--- src/rtl/axi_read_resp_channel.sv ---
// AXI R-channel driver for the AXI-to-APB bridge.
// Pairs read-data beats from the bottom CDC FIFO with queued AR commands,
// tags each beat with RID/RLAST and presents it through a 2-entry skid buffer.
// The FIFO pop strobe is derived from registered state and rempty_bottom only,
// so it never depends on R_READY within the same cycle.
module axi_read_resp_channel #(
  parameter int DATA_WIDTH = 32,
  parameter int ID_WIDTH   = 4,
  parameter int CMD_DEPTH  = 4
) (
  input  logic                  AXI_clk,
  input  logic                  AXI_rst_n,
  input  logic                  cmd_valid,
  output logic                  cmd_ready,
  input  logic [ID_WIDTH-1:0]   cmd_id,
  input  logic [7:0]            cmd_len,
  input  logic [DATA_WIDTH+1:0] rdata_bottom,
  input  logic                  rempty_bottom,
  output logic                  rinc_bottom,
  output logic [ID_WIDTH-1:0]   R_ID,
  output logic [DATA_WIDTH-1:0] R_DATA,
  output logic [1:0]            R_RESP,
  output logic                  R_LAST,
  output logic                  R_VALID,
  input  logic                  R_READY,
  output logic                  busy
);

  localparam int PW = $clog2(CMD_DEPTH);
  // Output buffer entry layout: {id, resp, data, last}
  localparam int EW = ID_WIDTH + 2 + DATA_WIDTH + 1;
  localparam logic [PW:0] PTR_ONE = {{PW{1'b0}}, 1'b1};

  // Command queue
  logic [PW:0]         wr_ptr_q, wr_ptr_d;
  logic [PW:0]         rd_ptr_q, rd_ptr_d;
  logic [ID_WIDTH-1:0] cmd_id_q  [CMD_DEPTH];
  logic [7:0]          cmd_len_q [CMD_DEPTH];
  logic                cmd_empty;
  logic                cmd_full;
  logic                cmd_push;
  logic                cmd_pop;
  logic [ID_WIDTH-1:0] head_id;
  logic [7:0]          head_len;

  // Beat counter for the head command
  logic [7:0] beat_cnt_q, beat_cnt_d;
  logic       last_beat;

  // Output buffer
  logic [EW-1:0] obuf_q [2];
  logic          obuf_wr_q, obuf_wr_d;
  logic          obuf_rd_q, obuf_rd_d;
  logic [1:0]    obuf_cnt_q, obuf_cnt_d;
  logic          obuf_push;
  logic          obuf_pop;
  logic [EW-1:0] obuf_in;
  logic [EW-1:0] obuf_head;

  // Queue status, head command and pop strobe decode
  always_comb begin
    cmd_empty   = (wr_ptr_q == rd_ptr_q);
    cmd_full    = ((wr_ptr_q ^ rd_ptr_q) == {1'b1, {PW{1'b0}}});
    head_id     = cmd_id_q[rd_ptr_q[PW-1:0]];
    head_len    = cmd_len_q[rd_ptr_q[PW-1:0]];
    last_beat   = (beat_cnt_q == head_len);
    rinc_bottom = !rempty_bottom && !cmd_empty && (obuf_cnt_q < 2'd2);
    cmd_push    = cmd_valid && !cmd_full;
    cmd_pop     = rinc_bottom && last_beat;
    obuf_push   = rinc_bottom;
    obuf_pop    = R_VALID && R_READY;
    obuf_in     = {head_id, rdata_bottom, last_beat};
  end

  // Next-state for pointers, beat counter and buffer occupancy
  always_comb begin
    wr_ptr_d   = wr_ptr_q;
    rd_ptr_d   = rd_ptr_q;
    beat_cnt_d = beat_cnt_q;
    obuf_wr_d  = obuf_wr_q;
    obuf_rd_d  = obuf_rd_q;
    obuf_cnt_d = obuf_cnt_q;
    if (cmd_push) wr_ptr_d = wr_ptr_q + PTR_ONE;
    if (cmd_pop)  rd_ptr_d = rd_ptr_q + PTR_ONE;
    if (rinc_bottom) begin
      // Last beat rolls straight into beat 0 of the next command, no bubble
      beat_cnt_d = last_beat ? 8'd0 : beat_cnt_q + 8'd1;
    end
    if (obuf_push) obuf_wr_d = ~obuf_wr_q;
    if (obuf_pop)  obuf_rd_d = ~obuf_rd_q;
    if (obuf_push && !obuf_pop)      obuf_cnt_d = obuf_cnt_q + 2'd1;
    else if (!obuf_push && obuf_pop) obuf_cnt_d = obuf_cnt_q - 2'd1;
  end

  // Control state registers
  always_ff @(posedge AXI_clk or negedge AXI_rst_n) begin
    if (!AXI_rst_n) begin
      wr_ptr_q   <= '0;
      rd_ptr_q   <= '0;
      beat_cnt_q <= '0;
      obuf_wr_q  <= 1'b0;
      obuf_rd_q  <= 1'b0;
      obuf_cnt_q <= 2'd0;
    end else begin
      wr_ptr_q   <= wr_ptr_d;
      rd_ptr_q   <= rd_ptr_d;
      beat_cnt_q <= beat_cnt_d;
      obuf_wr_q  <= obuf_wr_d;
      obuf_rd_q  <= obuf_rd_d;
      obuf_cnt_q <= obuf_cnt_d;
    end
  end

  // Command storage; written only when a slot is free
  always_ff @(posedge AXI_clk or negedge AXI_rst_n) begin
    if (!AXI_rst_n) begin
      for (int i = 0; i < CMD_DEPTH; i++) begin
        cmd_id_q[i]  <= '0;
        cmd_len_q[i] <= '0;
      end
    end else if (cmd_push) begin
      cmd_id_q[wr_ptr_q[PW-1:0]]  <= cmd_id;
      cmd_len_q[wr_ptr_q[PW-1:0]] <= cmd_len;
    end
  end

  // Output buffer storage; entries are cleared so R_* read zero after reset
  always_ff @(posedge AXI_clk or negedge AXI_rst_n) begin
    if (!AXI_rst_n) begin
      obuf_q[0] <= '0;
      obuf_q[1] <= '0;
    end else if (obuf_push) begin
      obuf_q[obuf_wr_q] <= obuf_in;
    end
  end

  // Buffer head drives the R channel directly, so fields hold until handshake
  always_comb begin
    obuf_head = obuf_q[obuf_rd_q];
    R_ID      = obuf_head[EW-1 -: ID_WIDTH];
    R_RESP    = obuf_head[DATA_WIDTH+2 -: 2];
    R_DATA    = obuf_head[DATA_WIDTH:1];
    R_LAST    = obuf_head[0];
    R_VALID   = (obuf_cnt_q != 2'd0);
    cmd_ready = !cmd_full;
    busy      = !cmd_empty || (obuf_cnt_q != 2'd0);
  end

endmodule

--- config.mk ---
export PLATFORM = sky130hd
export DESIGN_NAME = axi_read_resp_channel
export DESIGN_NICKNAME = d
export VERILOG_FILES = /design/src/rtl/axi_read_resp_channel.sv
export SDC_FILE = /design/constraint.sdc
export NUM_CORES = 1
export LEC_CHECK = 0
export ABC_AREA = 1
export BUFFER_PORTS_ARGS = -buffer_cell sky130_fd_sc_hd__buf_2
export CORE_AREA = 4 4 122 154
export CTS_CLUSTER_SIZE = 40
export DETAILED_ROUTE_END_ITERATION = 6
export DIE_AREA = 0 0 126 158
export MAX_ROUTING_LAYER = met4
export PLACE_DENSITY_LB_ADDON = 0.08
export SYNTH_ARGS = -nofsm -noshare
export SYNTH_HDL_FRONTEND = slang
export SYNTH_SLANG_ARGS = --single-unit
--- constraint.sdc ---
create_clock -name AXI_clk -period 1.9 [get_ports AXI_clk]
set_input_delay 0.095 -clock AXI_clk [delete_from_list [all_inputs] [get_ports AXI_clk]]
set_output_delay 0.095 -clock AXI_clk [all_outputs]
set_load 0.03 [all_outputs]
==> out/summary.txt <==
Final Wtd Congestion - 0.791
Final Hold Fails - 0
final wirelength - 15900 microns
Die H - 158 microns
Post-synth top cells - nand2_1, dfrtp_1, o21ai_1, inv_1, nand3_1
CP bufs+invs - 2
FILL cells - 1723
Worst Tran Pin Value - 0.553 ns
Clock Tree Buf Depth - 2
power share of the sequential group - 34.8%
Synth cell types - 30
register area share after synthesis - 52.8%
type of origin of the critical path - flop
critical path capture point type - output port
total iterations of the first detailed-routing run - 5
status - complete, no violations
# rows - 54
number of global-route vias before repair - 5739
Slew headroom - 63.1%
cell count after synthesis - 827
total core area - 17300 sq um
CTS tree - yes
vias per cell - 4.68
largest area contributor in the netlist - dfrtp_1
Starting Density - 39.5%
fmax - 548 MHz
Internal - 8.77 mW
ant diodes - 0
synthesized area per cell - 8.26 sq um
GR Util All Layers - 17.6%
Die ar. - 19900 sq um
Worst EP required - 1.80 ns
cell area after synthesis - 6830 sq um
top-area cell type share of the netlist area - 52.8%
first-iteration detailed-routing DRC count - 444
CTS Buf Count - 17
worst hold-check path type - input port to flop
worst skew pair latency - 0.42 ns
Most used DFF post-synth - dfrtp_1
largest net degree at the start of global routing - 60
slowest CP cell - dfrtp_2
clock power share - 22.7%
flops & latches, synth - 144
critical path type - flop to output port
clock skew - 0.00946 ns
Comb pwr share - 42.5%
dpl cells - 1130
max_cap viols - 0
Final min period - 1.82 ns
Reg clk slew, reported paths - 0.06 ns
Synthesized Nets - 885
Setup Viol. Count Final - 0
die extent in x - 126 microns
sw frac - 41.3%
total grt overflow - 0
kind of cell adding the most delay to the critical path - flip-flops
most common cell in the netlist - nand2_1
Final WS setup - 0.0767 ns
hpwl dp - 10800 microns
nets - 1034
initial antenna violation count - 0
CP cell instances - xnor2_2, nand3_4, buf_6, or2_4, buf_6
Post-synth ARST share - 100%
CTS root buffer - clkbuf_16
via count - 5676
Cell Pwr Density - 1700 nW/um^2
worst-path maximum fanout - 2
CTS sink count - 144
Lkg Pwr - 4.65 nW
CTS HTree Levels - 4
first-pass GRT wire length - 27700 microns
area delta synth->final - 28.5%
Crit path top cell by count - buf_6
fraction of layout instances using a drive strength above 1 - 20.2%
Antenna Violating Nets Remaining - 0
Final Max Slew Viols - 0
Finished Layout Cells - 1213
post-route clock period utilization - 96.0%
DRC viols - 0
Post-synth EDFFs - 0
YS warnings - 0
Net Sw Power - 6.17 mW
max incr delay on CP - 0.43 ns
Setup WS pre-CTS - 0.0656 ns
Port Buffers - 93
Max VDD drop - 0.601 mV
Wirelength per Cell - 13.1 microns
ranking of synthesized cells by area - dfrtp_1, nand2_1, o21ai_1, inv_1, o21ai_2
Ports - 94
CP Data Arrival Time - 1.73 ns
==> metrics by stage <==
step	instance area, sq um	power [mW]	hold WS [ns]	setup TNS (ns)	util (%)
final	8770	14.9	0.00298	0	50.7
after global routing	8770	16.2	0.0243	-0.0188	50.7
after CTS	8730	15.1	0.000182	0	50.4
after detailed placement	7630	11.5	0.112	0	44.1
after global placement	7630	11.4	0.107	0	44.1
after floorplan	6830	9.71	-0.201	0	-
==> power groups by stage <==
| stage | sequential (mW) | combinational, mW | clock (mW) |
|---|---|---|---|
| after floorplan | 5.02 | 4.69 | 0 |
| after global placement | 5.20 | 6.16 | 0 |
| after detailed placement | 5.24 | 6.29 | 0 |
| after CTS | 5.20 | 6.40 | 3.46 |
| after global routing | 5.36 | 7.19 | 3.61 |
| final | 5.20 | 6.35 | 3.39 |
==> routing by layer <==
metal | track usage [%] | routed length, microns
met2 | 29.2 | 7880
met4 | 5.98 | 249
met5 | - | 0
met1 | 21.9 | 7210
met3 | 3.10 | 512
==> cell type report <==
| class | count | area, sq um | share of cell area (%) |
|---|---|---|---|
| inverter | 83 | 322 | 3.67 |
| clock buffer | 19 | 443 | 5.05 |
| multi-input combinational | 560 | 2640 | 30.1 |
| tap | 224 | 280 | 3.19 |
| clock inverter | 13 | 159 | 1.81 |
| timing repair buffer | 170 | 1330 | 15.1 |
| sequential | 144 | 3610 | 41.1 |
==> worst paths after layout <==
kind                                                 from                        end  slack [ns]  depth (start not counted)
worst min-delay path                              R_READY      obuf_rd_q$_DFFE_PN0P_       0.003                          3
max in group asynchronous                       AXI_rst_n    rd_ptr_q[0]$_DFFE_PN0P_        1.03                          3
worst max-delay path              rd_ptr_q[1]$_DFFE_PN0P_                       busy        0.08                          5
worst max register to register    rd_ptr_q[1]$_DFFE_PN0P_  obuf_cnt_q[1]$_DFFE_PN0P_        0.12                          8
min in group asynchronous                       AXI_rst_n      obuf_q[6]$_DFFE_PN0P_        0.21                          2
worst min register to register  obuf_cnt_q[0]$_DFFE_PN0P_  obuf_cnt_q[0]$_DFFE_PN0P_        0.47                          1
==> tightest hold or removal path: stages <==
cell and delay, ns:
buf_2 0.10, nand2_1 0.11, xor2_1 0.08
==> layout by cell type, fill, tap and decap left out, types with 4 or more instances in the layout <==
master,count
ha_1,7
buf_2,91
o21ai_2,20
clkbuf_16,17
nor3_1,4
nand4_1,6
nand2_1,333
nand2_2,10
xor2_1,8
buf_4,16
inv_2,5
o21ai_0,15
nand3_1,26
inv_6,4
o21ai_1,101
dlygate4sd3_1,48
inv_1,75
clkinv_2,4
o22ai_1,4
dfrtp_1,142
buf_12,11
nor2_1,16
==> cells by family after synthesis <==
group / share of synthesized area (%)
and+or+nand+nor: 24.2
DFF: 52.8
AOI/OAI and AO/OA: 11.5
buffers and inverters: 8.89
xor gates and xnor gates: 1.39
adders and majority gates: 1.28
==> state kept, by name, summed over array words and instances, names as in the netlist <==
| signal | flops |
|---|---|
| cmd_len_q | 32 |
| wr_ptr_q | 3 |
| cmd_id_q | 16 |
| obuf_cnt_q | 2 |
| rd_ptr_q | 3 |
| obuf_rd_q | 1 |
| obuf_q | 78 |
| obuf_wr_q | 1 |
| beat_cnt_q | 8 |
==> what timing repair did <==
item,CTS,global route
hold buffers,48,0
pin swaps,0,2
setup endpoints to repair,1,12
endpoints found under the hold margin,172,0
gates resized for setup,1,13
gates cloned,0,0
buffers inserted,2,1
(Power assumes the default switching activity.)
